### src/rtl/loader_pkg.sv
// Shared definitions for the instruction loader.
//   - state_e           : loader FSM state encoding
//   - MEM_BYTES         : size of the instruction memory in bytes
//   - BYTES_PER_WORD    : bytes per instruction word
//   - MAX_WORDS         : words that fit in the memory
//   - be_byte()         : big-endian byte select of a 32-bit word
package loader_pkg;

  localparam int unsigned MEM_BYTES      = 256;
  localparam int unsigned BYTES_PER_WORD = 4;
  localparam int unsigned MAX_WORDS      = MEM_BYTES / BYTES_PER_WORD;

  typedef enum logic [1:0] {
    ST_IDLE   = 2'd0,
    ST_ACCEPT = 2'd1,
    ST_WRITE  = 2'd2,
    ST_DONE   = 2'd3
  } state_e;

  // Byte 0 is the most significant byte, matching the memory fetch order.
  function automatic logic [7:0] be_byte(input logic [31:0] w, input logic [1:0] idx);
    logic [7:0] b;
    case (idx)
      2'd0:    b = w[31:24];
      2'd1:    b = w[23:16];
      2'd2:    b = w[15:8];
      2'd3:    b = w[7:0];
      default: b = 8'd0;
    endcase
    return b;
  endfunction

endpackage

### src/rtl/word_serializer.sv
// Holds one accepted instruction word and presents it one byte per cycle,
// most significant byte first, from a registered byte output.
// Ports:
//   clk, reset      : clock and synchronous active-high reset
//   load_i          : capture word_i/last_i, present byte 0
//   advance_i       : step to the next byte
//   clear_i         : drive the byte output to zero (no write in progress)
//   word_i, last_i  : word and final-word flag to capture
//   byte_o          : registered byte for the current write cycle
//   byte_idx_o      : index of the byte currently presented
//   last_o          : captured final-word flag
module word_serializer
  import loader_pkg::*;
(
  input  logic        clk,
  input  logic        reset,
  input  logic        load_i,
  input  logic        advance_i,
  input  logic        clear_i,
  input  logic [31:0] word_i,
  input  logic        last_i,
  output logic [7:0]  byte_o,
  output logic [1:0]  byte_idx_o,
  output logic        last_o
);

  logic [31:0] word_q;
  logic [1:0]  byte_idx_q;
  logic        last_q;
  logic [7:0]  byte_q;
  logic [1:0]  idx_next_s;

  assign idx_next_s = byte_idx_q + 2'd1;

  // Word capture, byte index and registered byte output.
  always_ff @(posedge clk) begin
    if (reset) begin
      word_q     <= 32'd0;
      byte_idx_q <= 2'd0;
      last_q     <= 1'b0;
      byte_q     <= 8'd0;
    end else if (load_i) begin
      word_q     <= word_i;
      last_q     <= last_i;
      byte_idx_q <= 2'd0;
      byte_q     <= be_byte(word_i, 2'd0);
    end else if (advance_i) begin
      byte_idx_q <= idx_next_s;
      byte_q     <= be_byte(word_q, idx_next_s);
    end else if (clear_i) begin
      byte_idx_q <= 2'd0;
      byte_q     <= 8'd0;
    end else begin
      byte_q     <= byte_q;
    end
  end

  assign byte_o     = byte_q;
  assign byte_idx_o = byte_idx_q;
  assign last_o     = last_q;

endmodule

### src/rtl/instruction_loader.sv
// Loads a stream of 32-bit instruction words into a 256-byte, byte-wide
// instruction memory, four big-endian byte writes per word.
// Ports:
//   clk, reset                 : clock and synchronous active-high reset
//   start, base_addr           : open a session at a word-aligned byte address
//   word_valid/word_data/word_last, word_ready : word stream handshake
//   mem_we, mem_addr, mem_wdata: byte write port to the instruction memory
//   busy, done, error          : session status (error is sticky)
//   word_count                 : words completely written this session
module instruction_loader
  import loader_pkg::*;
(
  input  logic        clk,
  input  logic        reset,
  input  logic        start,
  input  logic [7:0]  base_addr,
  input  logic        word_valid,
  input  logic [31:0] word_data,
  input  logic        word_last,
  output logic        word_ready,
  output logic        mem_we,
  output logic [7:0]  mem_addr,
  output logic [7:0]  mem_wdata,
  output logic        busy,
  output logic        done,
  output logic        error,
  output logic [6:0]  word_count
);

  state_e      state_q, state_d;
  logic [7:0]  ptr_q, ptr_d;
  logic        error_q, error_d;
  logic [6:0]  count_q, count_d;
  logic        mem_we_q, mem_we_d;
  logic [7:0]  mem_addr_q, mem_addr_d;

  logic        ser_load_s;
  logic        ser_adv_s;
  logic        ser_clear_s;
  logic [7:0]  ser_byte_s;
  logic [1:0]  ser_idx_s;
  logic        ser_last_s;
  logic [7:0]  ptr_next_s;

  assign ptr_next_s = ptr_q + 8'(BYTES_PER_WORD);

  word_serializer u_ser (
    .clk        (clk),
    .reset      (reset),
    .load_i     (ser_load_s),
    .advance_i  (ser_adv_s),
    .clear_i    (ser_clear_s),
    .word_i     (word_data),
    .last_i     (word_last),
    .byte_o     (ser_byte_s),
    .byte_idx_o (ser_idx_s),
    .last_o     (ser_last_s)
  );

  // State and datapath registers.
  always_ff @(posedge clk) begin
    if (reset) begin
      state_q    <= ST_IDLE;
      ptr_q      <= 8'd0;
      error_q    <= 1'b0;
      count_q    <= 7'd0;
      mem_we_q   <= 1'b0;
      mem_addr_q <= 8'd0;
    end else begin
      state_q    <= state_d;
      ptr_q      <= ptr_d;
      error_q    <= error_d;
      count_q    <= count_d;
      mem_we_q   <= mem_we_d;
      mem_addr_q <= mem_addr_d;
    end
  end

  // Next-state logic. The write-port registers are loaded one cycle ahead so
  // that mem_we/mem_addr/mem_wdata come straight from flops during WRITE.
  always_comb begin
    state_d     = state_q;
    ptr_d       = ptr_q;
    error_d     = error_q;
    count_d     = count_q;
    mem_we_d    = 1'b0;
    mem_addr_d  = 8'd0;
    ser_load_s  = 1'b0;
    ser_adv_s   = 1'b0;
    ser_clear_s = 1'b1;

    case (state_q)
      ST_IDLE: begin
        if (start) begin
          error_d = 1'b0;
          count_d = 7'd0;
          if (base_addr[1:0] == 2'b00) begin
            ptr_d   = base_addr;
            state_d = ST_ACCEPT;
          end else begin
            error_d = 1'b1;
            state_d = ST_DONE;
          end
        end else begin
          state_d = ST_IDLE;
        end
      end

      ST_ACCEPT: begin
        if (word_valid) begin
          state_d     = ST_WRITE;
          mem_we_d    = 1'b1;
          mem_addr_d  = ptr_q;
          ser_load_s  = 1'b1;
          ser_clear_s = 1'b0;
        end else begin
          state_d = ST_ACCEPT;
        end
      end

      ST_WRITE: begin
        if (ser_idx_s != 2'd3) begin
          mem_we_d    = 1'b1;
          mem_addr_d  = mem_addr_q + 8'd1;
          ser_adv_s   = 1'b1;
          ser_clear_s = 1'b0;
        end else begin
          count_d = count_q + 7'd1;
          ptr_d   = ptr_next_s;
          if (ser_last_s) begin
            state_d = ST_DONE;
          end else if (ptr_next_s == 8'd0) begin
            // Word at 0xFC..0xFF was the final one that fits.
            error_d = 1'b1;
            state_d = ST_DONE;
          end else begin
            state_d = ST_ACCEPT;
          end
        end
      end

      ST_DONE: begin
        state_d = ST_IDLE;
      end

      default: begin
        state_d = ST_IDLE;
      end
    endcase
  end

  assign word_ready = (state_q == ST_ACCEPT);
  assign busy       = (state_q != ST_IDLE);
  assign done       = (state_q == ST_DONE);
  assign error      = error_q;
  assign word_count = count_q;
  assign mem_we     = mem_we_q;
  assign mem_addr   = mem_addr_q;
  assign mem_wdata  = ser_byte_s;

endmodule
### config.mk
export PLATFORM = sky130hd
export DESIGN_NAME = instruction_loader
export DESIGN_NICKNAME = d
export VERILOG_FILES = /design/src/rtl/loader_pkg.sv /design/src/rtl/word_serializer.sv /design/src/rtl/instruction_loader.sv
export SDC_FILE = /design/constraint.sdc
export NUM_CORES = 1
export LEC_CHECK = 0
export ABC_AREA = 1
export CAP_MARGIN = 20
export CORE_ASPECT_RATIO = 1.25
export CORE_MARGIN = 5
export CORE_UTILIZATION = 53
export DETAILED_ROUTE_END_ITERATION = 16
export GPL_ROUTABILITY_DRIVEN = 0
export PLACE_DENSITY_LB_ADDON = 0.3
export SLEW_MARGIN = 20
export SYNTH_ARGS = -nofsm -noshare
export SYNTH_HDL_FRONTEND = slang
export SYNTH_SLANG_ARGS = --single-unit
### constraint.sdc
create_clock -name clk -period 2.4 [get_ports clk]
set_input_delay 0.24 -clock clk [delete_from_list [all_inputs] [get_ports clk]]
set_output_delay 0.24 -clock clk [all_outputs]
set_load 0.01 [all_outputs]
**Word-level counts from Yosys, hierarchy flattened**

Cells that the tools add are included.

- Register bits after elaboration: 70
- Input bits: 45
- Output and inout port bits: 28
- Word-level logic and storage cells: 75

- Add/subtract/negate cells: 4
- Eq/ne operators: 12
- Multiplexer cells: 37
- Reduce and logical (&&, ||, !) cells: 12

Operators with widths:

| operator | number |
|---|---|
| 8-bit two-way mux | 8 |
| 8-bit case mux with 2 select lines | 2 |
| 8-bit case mux with 4 select lines | 1 |
| 2-bit two-way mux | 8 |
| 7-bit two-way mux | 2 |
| 7-bit case mux with 2 select lines | 1 |
| 2-bit != test (second input constant) | 6 |
| 1-bit two-way mux | 11 |
| 8-bit by 1-bit adder with 8-bit output (second input constant) | 1 |
| 8-bit by 3-bit adder with 8-bit output (second input constant) | 1 |
| 2-bit equality test (second input constant) | 4 |
| 8-bit logical NOT | 1 |
| 2-bit case mux with 4 select lines | 1 |
| 7-bit by 1-bit adder with 7-bit output (second input constant) | 1 |
| 2-bit logical NOT | 3 |
| 1-bit case mux with 2 select lines | 3 |
| 2-bit nonzero test | 3 |
| 5-bit AND reduction | 1 |
| 2-bit by 1-bit equality test with 1-bit output (second input constant) | 2 |
| 4-bit AND reduction | 1 |
| 3-bit AND reduction | 1 |
| 3-bit nonzero test | 1 |
| 2-bit by 1-bit adder with 2-bit output (second input constant) | 1 |
| 2-bit OR reduction | 1 |

**Depth between registers and ports, before layout**

- Word-level depth: 6
- Depth in mapped cells: 11
- Depth with buffers taken out: 11

**Modules after synthesis**

Synthesis repeated with hierarchy kept, for this count alone.

- Cells, all modules: 416
- Area, all modules: 3203.1 µm²

By module, submodules not included:

| module | instances | cells an instance | area an instance (µm²) | sequential area each (µm²) |
|---|---|---|---|---|
| word_serializer | 1 | 209 | 1747.9 | 860.8 |
| instruction_loader | 1 | 207 | 1455.1 | 540.5 |

**Worst setup path after synthesis**

No wires, ideal clock.

- Path kind: register to register
- Start: register state_q[0]
- End: register ptr_q[5]
- Arrival time: 1.409 ns
- Setup slack: 0.871 ns
- Stages on the path, launching flop included: 12
- Path through: dfxtp_1 > inv_1 > ha_1 > buf_6 > nand2_4 > nand2_4 > inv_2 > o21ai_4 > nor2_4 > inv_2 > a21oi_1 > a21oi_1

- Cells in the longest elaborated chain, start to end: 3
- Elaborated cells between the ends (all ways): 8

Ends and longest elaborated chain:

| element | RTL line | text |
|---|---|---|
| start: declaration | instruction_loader.sv:30 | `state_e state_q, state_d;` |
| start signal: assignment | instruction_loader.sv:70 | `state_q <= state_d;` |
| 2-bit equality test or 2-bit logical NOT (tied branches) | instruction_loader.sv:92 | `case (state_q)` |
| 2-bit != test (no line) or 2-bit nonzero test (tied branches) | - |  |
| 4-bit AND reduction (no line) | - |  |
| end signal: assignment | instruction_loader.sv:71 | `ptr_q <= ptr_d;` |
| end: declaration | instruction_loader.sv:31 | `logic [7:0] ptr_q, ptr_d;` |

Parallel ways exist; a longest one is shown, timed or not.
A chain may end at the register's enable or synchronous reset.

**Worst setup path after layout**

- Start: register state_q[1]
- End: output port busy

- Cells in the longest elaborated chain, start to end: 1

Ends and longest elaborated chain:

| element | RTL line | text |
|---|---|---|
| 2-bit nonzero test | instruction_loader.sv:153 | `assign busy = (state_q != ST_IDLE);` |
| end: declaration | instruction_loader.sv:24 | `output logic busy,` |

No other way between the ends.

==> impl_metrics.yaml <==
outcome:
  status: "complete, no violations"
yosys:
  yosys_warnings: 0
  synth.avg_cell_area_um2: 7.026
  yosys.area.top_type: "dfxtp_1"
  yosysUniqueCellTypes: 34
  synthesis.nets: 483
  synth_edf_count: 0
  ys_ff_latch: 62
  synth_flop_cell: "dfxtp_1"
  synth_area_um2: 2993
  synth_common_cells: "nand2_1 (100), nor2_1 (72), dfxtp_1 (62)"
  synth.most_common_cell: "nand2_1"
  syn_inst: 426
  synth_top_area_share_pct: 41.47
  async_flop_share_pct: 0
  seq_area_frac_synth_pct: 41.47
  yosys-top-cells-area: "dfxtp_1 (41%), nand2_1 (13%), nor2_1 (9.0%)"
sta:
  tns_ps: 0
  post-route-period-util_pct: 83.53
  finClkSkew_ps: 9.346
  setup_viol: 0
  finalCriticalPeriod_ps: 2005
  rsz0062_at_grt: "no"
  max_slew_margin_pct: 63.33
  worstMarginPinSlew_ps: 548.1
  hold_viol: 0
  final_max_slew_viol_count: 0
  fmax_ghz: 0.4988
grt:
  grt-busiest-layer: "met2"
  gr-usage-met2_pct: 40.52
  antenna_found_initial: 0
  grt_max_degree: 29
  overflow: 0
  track_usage_pct: 21.48
  grt_use_met1_pct: 22.06
  grt_first_pass_wirelength_mm: 12.62
  grt_pass1_vias: 2885
  grtUsageMet3_pct: 4.415
clock_tree:
  htreeDepth: 3
  cts_repair_resize_count: 0
  insertion_delay_ps: 340
  clock-root-buffer: "clkbuf_8"
  ctsLongestPathBuffers: 2
  cts_buffers: 9
  clk_pin_slew_ps: 70
  cts_tree: "done"
  cts_setup_buffers: 0
  hold_buffers: 0
  clock-sinks: 62
finish:
  drive_above_1_share_pct: 7.646
  nNetsFinal: 550
  nFillCells: 432
  area_growth_pct: 32.48
  antenna_cells: 0
  instances_no_fill: 561
  final_area_um2: 3965
placed_design:
  place_area_um2: 3744
  dpl.hpwl_mm: 5.711
  place_inst: 546
  numPortBuffers: 72
power_and_ir_drop:
  vdd_drop_max_mv: 0.4620
  power.leakage_nw: 1.545
  p_per_area_nw_per_um2: 871.1
floorplanning:
  dieArea_um2: 7259
  rows: 30
  die_h_um: 94.02
  die_x_um: 77.21
  boundaryPins: 73
  core_area_um2: 5443
  initial_core_util_pct: 54.99
critical_path:
  required_ps: 2160
  worstPathMaxFanout: 5
  arrival_ps: 1760
  cp-end-kind: "primary output"
  crit_type: "flip-flop to primary output"
  start_kind: "flip-flop"
detailed_routing:
  drt_iter0_markers: 218
  drc: 0
  postRouteAntennaNets: 0
  via_count: 2996
  first_pass_iters: 5
  vias_per_cell: 5.340
  finalWirelength_mm: 7.815
  detail_route.wl_per_cell_um: 13.93
worst_hold_path:
  hp-class: "flip-flop to flip-flop"
flow_run:
  maxCapViolations: 0
worst max-delay path, cell delays in order (launching register included):
cell             delay (ps)
dfxtp_1                 380
inv_1                    90
ha_1                    280
inv_2                   130
clkdlybuf4s50_1         540
report_power, final:
group / internal, mW / total (mW) / switching, mW
logic: 0.420 / 1.08 / 0.661
clock network: 0.632 / 1.02 / 0.388
registers: 1.20 / 1.35 / 0.158
logic make-up (layout without fill, tap and decap cells):
logic type / Yosys count / after routing / share of synthesized area (%)
XOR/XNOR: 2 / 2 / 0.5854
buffers and inverters: 56 / 127 / 7.608
adder cells (fa/ha/maj): 12 / 12 / 5.017
flip-flops: 62 / 62 / 41.47
AND/OR/NAND/NOR: 215 / 215 / 30.56
AO/OA/AOI/OAI: 79 / 79 / 14.76
through the flow:
step                total power, mW  worst slack (ps)  hold WS, ps  util (%)
finish                        3.454             395.3        451.6     72.85
global route                  3.648             280.0        494.2     72.85
CTS                           3.455             391.2        453.3     72.85
detailed placement            2.430             500.6        442.7     68.78
global placement              2.394             626.0        441.4     68.78
floorplan                     2.077             871.5        400.2         -
cells in the final DEF, fill, tap and decap left out, types with 3 or more instances in the layout:
master and n:
dfxtp_1 62, a21oi_1 26, nand3_1 24, inv_1 31, clkbuf_8 11, clkdlybuf4s50_1 72, o21ai_0 33, nand2_2 3
ha_1 12, o21ai_1 3, nand2_1 100, buf_4 3, inv_2 5, nor2_1 72, nand4_1 4, a31oi_1 10
per-layer routing:
metal  vias up  wire length, µm
met3        19              525
met1      1348             2930
met2       123             4187
met5         -                0
li1       1506                -
met4         0              172
final cells by class:
| class | count | area [µm²] | share of cell area (%) |
|---|---|---|---|
| inverter | 36 | 135.1 | 3.408 |
| multi-input combinational | 308 | 1524 | 38.43 |
| clock buffer | 11 | 151.4 | 3.818 |
| timing repair buffer | 76 | 763.2 | 19.25 |
| tap | 64 | 80.08 | 2.020 |
| clock inverter | 4 | 70.07 | 1.767 |
| sequential | 62 | 1241 | 31.30 |
final timing paths:
| kind | start | end | slack [ps] | depth (start not counted) |
|---|---|---|---|---|
| max | state_q[1]$_SDFFE_PP0N_ | busy | 400 | 4 |
| min | error$_SDFFE_PP0P_ | error$_SDFFE_PP0P_ | 450 | 2 |
| max reg2reg | state_q[0]$_SDFFE_PP0N_ | u_ser.byte_o[1]$_SDFFE_PP0P_ | 450 | 6 |
| min reg2reg | error$_SDFFE_PP0P_ | error$_SDFFE_PP0P_ | 450 | 2 |
registers in the layout, summed over array words and instances, names as in the netlist:
register / cells
error: 1
mem_addr: 8
mem_we: 1
ptr_q: 8
state_q: 2
u_ser.byte_idx_o: 2
u_ser.byte_o: 8
u_ser.last_o: 1
u_ser.word_q: 24
word_count: 7
Power figures use the tool's default switching activity.
